[src/rtl/id_issue_scoreboard.sv]
// ID->EX issue control: per-GPR pending-write scoreboard, global
// in-flight limit and post-redirect fetch flush sequencing.
module id_issue_scoreboard #(
    parameter int MAX_INFLIGHT = 4,
    parameter int FLUSH_CYCLES = 1,
    parameter int CNT_W        = 2
) (
    input  logic       clock,
    input  logic       reset,
    input  logic       id_valid,
    input  logic       id_r_ena1,
    input  logic [4:0] id_r_addr1,
    input  logic       id_r_ena2,
    input  logic [4:0] id_r_addr2,
    input  logic       id_w_ena,
    input  logic [4:0] id_w_addr,
    input  logic       id_jump,
    input  logic       ex_ready,
    input  logic       wb_ena,
    input  logic [4:0] wb_addr,
    output logic       issue,
    output logic       stall_if,
    output logic       flush_if,
    output logic       busy,
    output logic [2:0] pend_cnt,
    output logic       err
);

    typedef enum logic {RUN, FLUSH} state_e;

    localparam logic [CNT_W-1:0] CNT_MAX  = '1;
    localparam logic [2:0]       LIMIT    = 3'(MAX_INFLIGHT);
    localparam logic [1:0]       FLUSH_LD = 2'(FLUSH_CYCLES - 1);

    state_e           state_q, state_d;
    logic [1:0]       fcnt_q, fcnt_d;
    logic [CNT_W-1:0] pend_q [32];
    logic [CNT_W-1:0] pend_d [32];
    logic [2:0]       cnt_q, cnt_d;
    logic             err_q, err_d;

    logic hazard, full, run, inc, ret, dec;

    // Registered counters only: a same-cycle retire does not unblock a read.
    always_comb begin
        hazard = (id_r_ena1 && id_r_addr1 != 5'd0 && pend_q[id_r_addr1] != '0)
              || (id_r_ena2 && id_r_addr2 != 5'd0 && pend_q[id_r_addr2] != '0);
        full   = id_w_ena && id_w_addr != 5'd0
              && (cnt_q == LIMIT || pend_q[id_w_addr] == CNT_MAX);
        run    = reset && state_q == RUN;
        issue  = run && id_valid && ex_ready && !hazard && !full;
        stall_if = run && id_valid && !issue;
        flush_if = state_q == FLUSH;
    end

    always_comb begin
        inc    = issue && id_w_ena && id_w_addr != 5'd0;
        ret    = wb_ena && wb_addr != 5'd0;
        dec    = ret && pend_q[wb_addr] != '0;
        pend_d = pend_q;
        cnt_d  = cnt_q;
        err_d  = err_q || (ret && pend_q[wb_addr] == '0);
        if (!(inc && dec && id_w_addr == wb_addr)) begin
            if (inc) pend_d[id_w_addr] = pend_q[id_w_addr] + 1'b1;
            if (dec) pend_d[wb_addr] = pend_q[wb_addr] - 1'b1;
        end
        if (inc && !dec) cnt_d = cnt_q + 3'd1;
        if (dec && !inc) cnt_d = cnt_q - 3'd1;
    end

    always_comb begin
        state_d = state_q;
        fcnt_d  = fcnt_q;
        unique case (state_q)
            RUN: begin
                if (issue && id_jump) begin
                    state_d = FLUSH;
                    fcnt_d  = FLUSH_LD;
                end
            end
            FLUSH: begin
                if (fcnt_q == 2'd0) state_d = RUN;
                else fcnt_d = fcnt_q - 2'd1;
            end
            default: state_d = RUN;
        endcase
    end

    always_ff @(posedge clock or negedge reset) begin
        if (!reset) begin
            state_q <= RUN;
            fcnt_q  <= 2'd0;
            cnt_q   <= 3'd0;
            err_q   <= 1'b0;
            for (int i = 0; i < 32; i++) pend_q[i] <= '0;
        end else begin
            state_q <= state_d;
            fcnt_q  <= fcnt_d;
            cnt_q   <= cnt_d;
            err_q   <= err_d;
            for (int i = 0; i < 32; i++) pend_q[i] <= pend_d[i];
        end
    end

    assign busy     = cnt_q != 3'd0;
    assign pend_cnt = cnt_q;
    assign err      = err_q;

endmodule

[config.mk]
export PLATFORM = sky130hd
export DESIGN_NAME = id_issue_scoreboard
export DESIGN_NICKNAME = d
export VERILOG_FILES = /design/src/rtl/id_issue_scoreboard.sv
export SDC_FILE = /design/constraint.sdc
export NUM_CORES = 1
export LEC_CHECK = 0
export BUFFER_PORTS_ARGS = -buffer_cell sky130_fd_sc_hd__buf_2
export CORE_MARGIN = 2
export CORE_UTILIZATION = 34
export DETAILED_ROUTE_END_ITERATION = 10
export GPL_TIMING_DRIVEN = 0
export SYNTH_ARGS = -nofsm -noshare
export SYNTH_HDL_FRONTEND = slang
export SYNTH_SLANG_ARGS = --single-unit
[constraint.sdc]
create_clock -name clock -period 6 [get_ports clock]
set_input_delay 0.3 -clock clock [delete_from_list [all_inputs] [get_ports clock]]
set_output_delay 0.3 -clock clock [all_outputs]
set_load 0.1 [all_outputs]
==> flow_summary_export.csv, run 1 <==
group,metric,value,unit
setup_path,cp_max_fo,10,
hold_path,hold_depth,2,
sta,whs,0.193,ns
routing,met2_wirelength,14200,µm
routing,wire_per_inst,31.1,µm
clock_tree,clk_pin_slew,0.07,ns
global_routing,grt_pass1_wl,49800,µm
setup_path,critPathLaunchType,"primary input",
layout,final_net_count,877,
synth,synth_area_leaders,"dfrtp_1 (26%), mux4_2 (11%), nor3_1 (6.0%), nor2_1 (5.5%), a211oi_1 (5.4%)",
floorplanning,coreArea,19500,µm²
floorplanning,fp.dieArea,21100,µm²
global_routing,antenna_found_initial,1,
routing,wl_met1,13900,µm
clock_tree,cts_tree,"done",
place,place_congestion,1.00,
sta,hold_viol_final,0,
setup_path,critPathTopFamily,"simple AND/OR/NAND/NOR gates",
layout,insertedDiodeCount,0,
job,cap_violations,0,
synth,synth_top_cell_area_share,26.2,%
global_routing,grt_max_degree,48,
routing,dr.pass1.iters,8,
global_routing,grtUsageTotal,32.3,%
setup_path,cp.depth,18,
routing,routed_wl,34500,µm
synth,ys_types,63,
routing,drcViolationCount,0,
setup_path,cp_num_buf_inv,5,
layout,fillers,2047,
sta,drv_slew,0,
floorplanning,pin_count,37,
clock_tree,root_buffer,"clkbuf_16",
setup_path,worstPathRequired,6.27,ns
place,dp_hpwl,25200,µm
setup_path,reg2regPathDepth,16,
synth,synth-edff-count,0,
routing,via_per_inst,7.03,
sta,worstMarginPinSlew,1.44,ns
place,place.port_buffers,29,
synth,yosysSeqAreaShare,26.2,%
floorplanning,start_util,34.7,%
synth,yosysWarnings,0,
synth,synth_ff_type,"dfrtp_1",
layout,final_util,39.1,%
sta,fin_crit,5.90,ns
floorplanning,die_width,145,µm
synth,synth_nets,834,
routing,routed.top_layer,"met5",
sta,clock.fmax,170,MHz
sta,worst_clock_skew,0.00927,ns
routing,detail-route-antenna-nets,0,
power,p_leak,2.76,nW
clock_tree,worstSkewPairLatency,0.36,ns
setup_path,arrival,6.16,ns
clock_tree,cts_buffers,9,
synth,syn_inst,799,
synth,synthArstFlopShare,100,%
synth,synthTopCellsByCount,"nor2_1 (100), nor3_1 (81), dfrtp_1 (71), nand2_1 (55), a211oi_1 (49)",
synth,synth_most_common_cell,"nor2_1",
setup_path,max_stage_delay,1.21,ns
power,vdd_drop_max,0.186,mV
setup_path,crit_type,"in -> reg",
synth,yosys_register_bits,71,
sta,setup_viol,0,
routing,dr_wl_met3,4010,µm
place,dp_cells,1095,
synth,syn-cell-area,6770,µm²
setup_path,end_kind,"flip-flop",
synth,syn_area_per_cell,8.48,µm²
clock_tree,clock-sinks,71,
setup_path,critPathMostFrequentCell,"clkbuf_1",
setup_path,crit_chain,"buf_2, clkbuf_1, nor3b_1, a22oi_1, nand4_1, ha_1, a31oi_1, and4_1, buf_1, and4_1, ha_1, nand3_1, clkbuf_1, clkbuf_1, nor2_1, a21oi_1, o31ai_1, a21oi_1",
sta,rsz0062_at_grt,"false",
synth,yosysTopAreaCell,"dfrtp_1",
power,power_density,393,nW/µm²
global_routing,global_route.overflow_total,0,
layout,area_delta_synth_final,12.8,%
layout,drive_above_1_share,17.0,%
floorplanning,die_y,145,µm
routing,num_vias,7818,
layout,fin_cells,1112,
outcome,status,"finished, final reports clean",
hold_path,hp-class,"in -> reg",
floorplanning,fp-row-count,51,
setup_path,slowest_stage,"nor3b_1",
routing,drtIter0Drc,1096,
clock_tree,clock_path_buffers,2,
global_routing,grt_pass1_vias,7332,
sta,max-slew-margin-rel,3.49,%
sta,fin_crit_sh,98.3,%
clock_tree,htreeDepth,3,
[worst paths after layout]
path,startpoint,endpoint,slack (ns)
min,wb_ena,err,0.19
max in group asynchronous,reset,pend_q[39],5.00
min in group asynchronous,reset,pend_cnt[2],0.40
max,id_w_addr[2],pend_q[5],0.10
max reg2reg,pend_q[10],pend_q[5],0.46
min reg2reg,err,err,0.46
[where the power goes]
part / internal, mW / total [mW] / switching [mW]
combinational: 0.492 / 1.36 / 0.870
sequential: 0.654 / 1.03 / 0.374
clock: 0.368 / 0.613 / 0.246
total: 1.51 / 3.00 / 1.49
[cell type report]
type	instances	area [µm²]	share of cell area, %
clock buffers	10	229	3.00
multi-input cells	647	4670	61.2
clock inverters	6	93.8	1.23
repair buffers	32	193	2.52
flip-flops and latches	71	1780	23.3
well taps	265	332	4.34
inverters	13	48.8	0.639
plain buffers	68	293	3.83
[stage by stage]
step	TNS (ns)	setup WS, ns	power (mW)	cell area (µm²)
floorplan	0	0.962	1.73	6770
global placement	-31.88	-0.892	2.31	7250
detailed placement	-28.73	-0.812	2.32	7290
CTS	0	0.0329	2.93	7630
global route	0	0.171	3.09	7640
finish	0	0.104	3.00	7640
[registers in the layout, summed over array words and instances, names as in the netlist]
name	flops
err	1
fcnt_q	2
pend_q	64
flush_if	1
pend_cnt	3
[cells in the final DEF, fill, tap and decap left out, types with 17 or more instances in the layout]
cell	Yosys	routed
mux4_2	34	34
nand2_1	55	54
o22ai_1	38	38
dfrtp_1	71	71
nor3_1	81	81
buf_2	18	46
clkbuf_1	43	38
a21oi_1	17	17
mux2i_1	17	17
a211oi_1	49	49
nor2_1	100	100
[cells by family after synthesis]
| family | after synthesis | share of synthesized area [%] |
|---|---|---|
| flops | 71 | 26.2 |
| xor+xnor | 8 | 1.03 |
| mux | 52 | 14.0 |
| fa+ha+maj | 6 | 1.22 |
| compound gates | 210 | 24.2 |
| buf+inv | 81 | 4.82 |
| simple gates | 371 | 28.5 |
[repair_timing]
| item | CTS | global route |
|---|---|---|
| pin swaps | 0 | 0 |
| setup buffers | 0 | 0 |
| hold buffers | 1 | 0 |
| endpoints found under the setup margin | 33 | 35 |
| gates resized for setup | 5 | 7 |
| hold endpoints to repair | 25 | 0 |
[metal layers]
metal	vias to the layer above	track usage, %
met2	663	46.5
met5	-	0
met1	3755	44.2
met3	155	6.60
met4	2	20.7
li1	3243	-
(Power assumes the default switching activity.)
==> inputs of run 2 (changes only) <==
--- a/config.mk
+++ b/config.mk
@@ -5,11 +5,10 @@
 export SDC_FILE = /design/constraint.sdc
 export NUM_CORES = 1
 export LEC_CHECK = 0
-export BUFFER_PORTS_ARGS = -buffer_cell sky130_fd_sc_hd__buf_2
 export CORE_MARGIN = 2
 export CORE_UTILIZATION = 34
 export DETAILED_ROUTE_END_ITERATION = 10
-export GPL_TIMING_DRIVEN = 0
+export DONT_BUFFER_PORTS = 1
 export SYNTH_ARGS = -nofsm -noshare
 export SYNTH_HDL_FRONTEND = slang
 export SYNTH_SLANG_ARGS = --single-unit
==> run 2 against run 1 <==
Global-route usage decreased by 6.0 points. Die area unchanged. Hold slack worse by 0.10 ns. Largest power group unchanged.
==> flow_summary_export.csv, run 2 (synthesized netlist as in run 1, its figures left out) <==
group,metric,value,unit
outcome,status,"finished, final reports clean",
sta,hold_viol_final,0,
setup_path,slowest_stage,"nand2b_1",
setup_path,crit_type,"reg -> reg",
floorplanning,fp-row-count,51,
sta,fin_crit,4.54,ns
global_routing,grtUsageTotal,26.4,%
setup_path,cp_max_fo,23,
place,dp_hpwl,18900,µm
place,place_area,6990,µm²
layout,area_delta_synth_final,8.54,%
clock_tree,clock-sinks,71,
layout,insertedDiodeCount,0,
setup_path,reg2regPathDepth,13,
sta,fin_crit_sh,75.7,%
setup_path,max_stage_delay,0.81,ns
floorplanning,pin_count,37,
routing,routed.top_layer,"met5",
power,p_leak,2.58,nW
floorplanning,die_width,145,µm
sta,max-slew-margin-rel,20.4,%
clock_tree,root_buffer,"clkbuf_16",
global_routing,grt_pass1_vias,6673,
layout,drive_above_1_share,14.1,%
floorplanning,die_y,145,µm
clock_tree,postCtsSetupBuffers,0,
layout,largest_register,"pend_q",
routing,wl_met1,11500,µm
sta,timing.setup.tns,0,ns
setup_path,cp.depth,13,
layout,finalInstanceArea,7350,µm²
hold_path,hp-class,"in -> reg",
floorplanning,start_util,34.7,%
place,place_congestion,1.00,
clock_tree,cts_tree,"done",
routing,dr.pass1.iters,6,
routing,drcViolationCount,0,
clock_tree,ctsResizeCount,0,
routing,routed_wl,27600,µm
setup_path,arrival,4.82,ns
layout,fillers,2031,
clock_tree,clk_pin_slew,0.06,ns
sta,drv_slew,0,
power,vdd_drop_max,0.155,mV
job,cap_violations,0,
clock_tree,worstSkewPairLatency,0.36,ns
sta,setup_viol,0,
setup_path,crit_chain,"mux4_2, a22oi_1, o21ai_0, ha_1, a31oi_1, and4_1, and4_1, ha_1, nand3_2, nand2b_1, buf_4, o32ai_1, nor3_1",
routing,drtIter0Drc,1219,
sta,worstMarginPinSlew,1.19,ns
sta,rsz0062_at_grt,"false",
hold_path,hold_depth,1,
clock_tree,cts_buffers,9,
routing,num_vias,7215,
routing,dr_wl_met3,3520,µm
layout,final_cell_mix,"nor2_1 (100), nor3_1 (80), dfrtp_1 (71), nand2_1 (55), a211oi_1 (49)",
layout,final_net_count,797,
routing,via_per_inst,6.99,
global_routing,global_route.overflow_total,0,
setup_path,critPathLaunchType,"flip-flop",
routing,met2_wirelength,11500,µm
setup_path,cp_num_buf_inv,1,
power,power_density,382,nW/µm²
routing,wire_per_inst,26.8,µm
global_routing,grt_max_degree,72,
sta,worst_clock_skew,0.00707,ns
layout,largest_register_ffs,64,
global_routing,antenna_found_initial,1,
layout,mostFrequentLayoutCell,"nor2_1",
floorplanning,coreArea,19500,µm²
clock_tree,htreeDepth,3,
setup_path,worstPathRequired,6.28,ns
floorplanning,fp.dieArea,21100,µm²
setup_path,end_kind,"flip-flop",
sta,clock.fmax,220,MHz
setup_path,critPathTopFamily,"simple AND/OR/NAND/NOR gates",
global_routing,grt_pass1_wl,42600,µm
clock_tree,clock_path_buffers,2,
routing,detail-route-antenna-nets,0,
place,place.port_buffers,0,
run 2: report_power, final:
part           internal [mW]  leakage, nW  switching [mW]  total [mW]
Combinational          0.480         1.53           0.679        1.16
Sequential             0.654        0.893           0.378        1.03
Clock                  0.376        0.156           0.238       0.614
run 2: metal layers:
metal  vias to the layer above  track usage [%]
met5                         -                0
met4                         2             10.0
met3                        93             7.36
met2                       520             37.5
met1                      3514             37.8
li1                       3086                -
run 2: timing repair:
item / CTS / global route
endpoints found under the setup margin: 0 / 0
hold buffers: 2 / 0
hold endpoints to repair: 71 / 0
run 2: area by class of cell:
class | count | area [µm²] | share of cell area [%]
Multi-Input combinational cell | 647 | 4680 | 63.7
Sequential cell | 71 | 1780 | 24.2
Clock inverter | 5 | 81.3 | 1.11
Timing Repair Buffer | 20 | 190 | 2.59
Clock buffer | 11 | 243 | 3.30
Inverter | 13 | 48.8 | 0.664
Tap cell | 265 | 332 | 4.51
run 2: worst paths after layout:
check | slack [ns] | end | from
hold reg to reg | 0.45 | pend_q[62] | pend_q[62]
setup reg to reg | 1.46 | pend_q[50] | pend_q[34]
setup / recovery | 1.46 | pend_q[50] | pend_q[34]
hold / removal | 0.09 | err | wb_ena
max in group asynchronous | 5.18 | pend_q[37] | reset
min in group asynchronous | 0.51 | pend_q[7] | reset
run 2: through the flow:
step | util [%] | hold slack, ns | instances | worst slack, ns | total power, mW
after CTS | 37.6 | 0.0883 | 1032 | 1.57 | 2.76
final | 37.6 | 0.0918 | 1032 | 1.46 | 2.80
after global placement | 35.8 | 0.00582 | 1014 | 1.69 | 2.13
after floorplan | - | 0.00441 | 799 | 0.962 | 1.73
after detailed placement | 35.8 | 0.00630 | 1014 | 1.59 | 2.13
after global routing | 37.6 | 0.0870 | 1032 | 1.30 | 2.92
==> inputs of run 3 (changes only) <==
==> constraint.sdc (replaced) <==
create_clock -name clock -period 4.1 [get_ports clock]
set_input_delay 0.205 -clock clock [delete_from_list [all_inputs] [get_ports clock]]
set_output_delay 0.205 -clock clock [all_outputs]
set_load 0.1 [all_outputs]
==> run 3 against run 2 <==
Global-route usage rose by 0.54 points. Largest power group unchanged. Die area unchanged. Hold slack better by 0.00088 ns. Clock power increased by 23%. Via count up 2.9%. Highest routed layer is now met4. Critical endpoint is now pend_q[13].
==> flow_summary_export.csv, run 3 (synthesized netlist as in run 1, its figures left out) <==
group,metric,value,unit
clock_tree,clock-sinks,71,
clock_tree,postCtsSetupBuffers,0,
routing,via_per_inst,7.02,
layout,fillers,2051,
routing,wire_per_inst,26.9,µm
sta,clock.fmax,255,MHz
floorplanning,fp-row-count,51,
layout,regArea,1780,µm²
setup_path,arrival,4.19,ns
sta,worst_clock_skew,0.00862,ns
layout,finalInstanceArea,7530,µm²
outcome,status,"finished, final reports clean",
routing,dr.pass1.iters,7,
sta,fin_crit_sh,95.6,%
sta,drv_slew,0,
setup_path,crit_type,"reg -> reg",
routing,num_vias,7423,
floorplanning,die_width,145,µm
floorplanning,pin_count,37,
setup_path,critPathLaunchType,"flip-flop",
global_routing,antenna_found_initial,1,
clock_tree,cts_tree,"done",
layout,drive_above_1_share,16.9,%
floorplanning,fp.dieArea,21100,µm²
layout,multiInputGateArea,4690,µm²
layout,largest_register,"pend_q",
routing,routed_wl,28500,µm
floorplanning,die_y,145,µm
global_routing,global_route.overflow_total,0,
clock_tree,cts_buffers,9,
global_routing,grtUsageMet1,37.2,%
sta,worstMarginPinSlew,0.963,ns
setup_path,cp_max_fo,34,
setup_path,end_kind,"flip-flop",
routing,drcViolationCount,0,
sta,rsz0062_at_grt,"false",
global_routing,met3_usage,9.94,%
place,dp_hpwl,19900,µm
floorplanning,start_util,34.7,%
clock_tree,worstSkewPairLatency,0.36,ns
layout,area_delta_synth_final,11.2,%
power,power.internal,2.17,mW
layout,mostFrequentLayoutCell,"nor2_1",
routing,detail-route-antenna-nets,0,
setup_path,crit_chain,"mux4_2, a22oi_1, nand4_1, ha_1, a31oi_1, and4_1, and4_1, ha_1, nand3_2, buf_4, and2_1, a21oi_1, o31ai_1, a31oi_1",
sta,fin_crit,3.92,ns
power,pwr-share-seq,34.1,%
setup_path,worstPathRequired,4.37,ns
clock_tree,htreeDepth,3,
global_routing,met2_usage,38.4,%
clock_tree,root_buffer,"clkbuf_16",
layout,largest_register_ffs,64,
layout,final_cell_mix,"nor2_1 (100), nor3_1 (80), dfrtp_1 (71), nand2_1 (55), a211oi_1 (49)",
power,switching_share,46.1,%
job,cap_violations,0,
sta,max-slew-margin-rel,35.8,%
floorplanning,coreArea,19500,µm²
power,switchingPower,1.86,mW
place,place_area,7210,µm²
hold_path,hp-class,"in -> reg",
setup_path,critPathTopFamily,"simple AND/OR/NAND/NOR gates",
sta,whs,0.0927,ns
place,place_congestion,1.04,
setup_path,slowest_stage,"mux4_2",
global_routing,grtUsageTotal,26.9,%
layout,insertedDiodeCount,0,
routing,drtIter0Drc,1264,
sta,setup_viol,0,
clock_tree,clk_pin_slew,0.06,ns
sta,hold_viol_final,0,
layout,final_net_count,826,
power,p_leak,2.71,nW
global_routing,grt_pass1_wl,43600,µm
power,comb_power_share,47.3,%
global_routing,grt.busiest_layer,"met2",
global_routing,grt_max_degree,72,
setup_path,max_stage_delay,0.50,ns
power,clockPowerShare,18.7,%
clock_tree,clock_path_buffers,2,
power,power_density,535,nW/µm²
power,vdd_drop_max,0.215,mV
place,place.port_buffers,0,
global_routing,grt_pass1_vias,6885,
sta,timing.setup.tns,0,ns
setup_path,cp_num_buf_inv,1,
## run 3: layout make-up
cell class / instances / area share (%)
sequential: 71 / 23.6
clock inverter: 1 / 0.0664
multi-input combinational: 647 / 62.2
clock buffer: 12 / 3.54
tap: 265 / 4.40
inverter: 13 / 0.648
timing repair buffer: 49 / 5.55
## run 3: final timing paths
path | start | endpoint | slack, ns | cells after the start
setup / recovery | pend_q[17] | pend_q[13] | 0.18 | 14
hold / removal | wb_addr[1] | pend_q[44] | 0.09 | 3
hold reg to reg | pend_q[63] | pend_q[63] | 0.45 | 0
min in group asynchronous | reset | fcnt_q[1] | 0.40 | 2
max in group asynchronous | reset | pend_q[23] | 3.37 | 2
setup reg to reg | pend_q[17] | pend_q[13] | 0.18 | 14
## run 3: tightest hold or removal path: cells and delay by family
kind            cells  cell delay (ns)
simple gates        2             0.12
compound gates      1             0.06
## run 3: metal layers
| metal | vias to the layer above | routed length (µm) |
|---|---|---|
| met5 | - | 0 |
| met4 | 0 | 1060 |
| met3 | 99 | 3880 |
| met2 | 563 | 12100 |
| met1 | 3620 | 11400 |
| li1 | 3141 | - |
## run 3: what timing repair did
action | CTS | global route
gates resized for setup | 0 | 1
hold buffers | 2 | 1
hold endpoints to repair | 71 | 1
setup endpoints to repair | 0 | 1
## run 3: per-stage QoR
step / std cells / power (mW) / util [%] / setup WS [ns]
floorplan: 799 / 2.54 / - / 0.101
global placement: 1042 / 3.17 / 36.9 / 0.272
detailed placement: 1042 / 3.17 / 36.9 / 0.289
CTS: 1057 / 3.96 / 38.5 / 0.255
global route: 1058 / 4.20 / 38.6 / 0.000437
finish: 1058 / 4.03 / 38.6 / 0.179
## run 3: power by group through the flow
stage / logic, mW / clock network [mW] / registers, mW
after floorplan: 1.21 / 0 / 1.33
after global placement: 1.82 / 0 / 1.35
after detailed placement: 1.82 / 0 / 1.36
after CTS: 1.85 / 0.765 / 1.35
after global routing: 2.00 / 0.796 / 1.40
final: 1.90 / 0.753 / 1.37
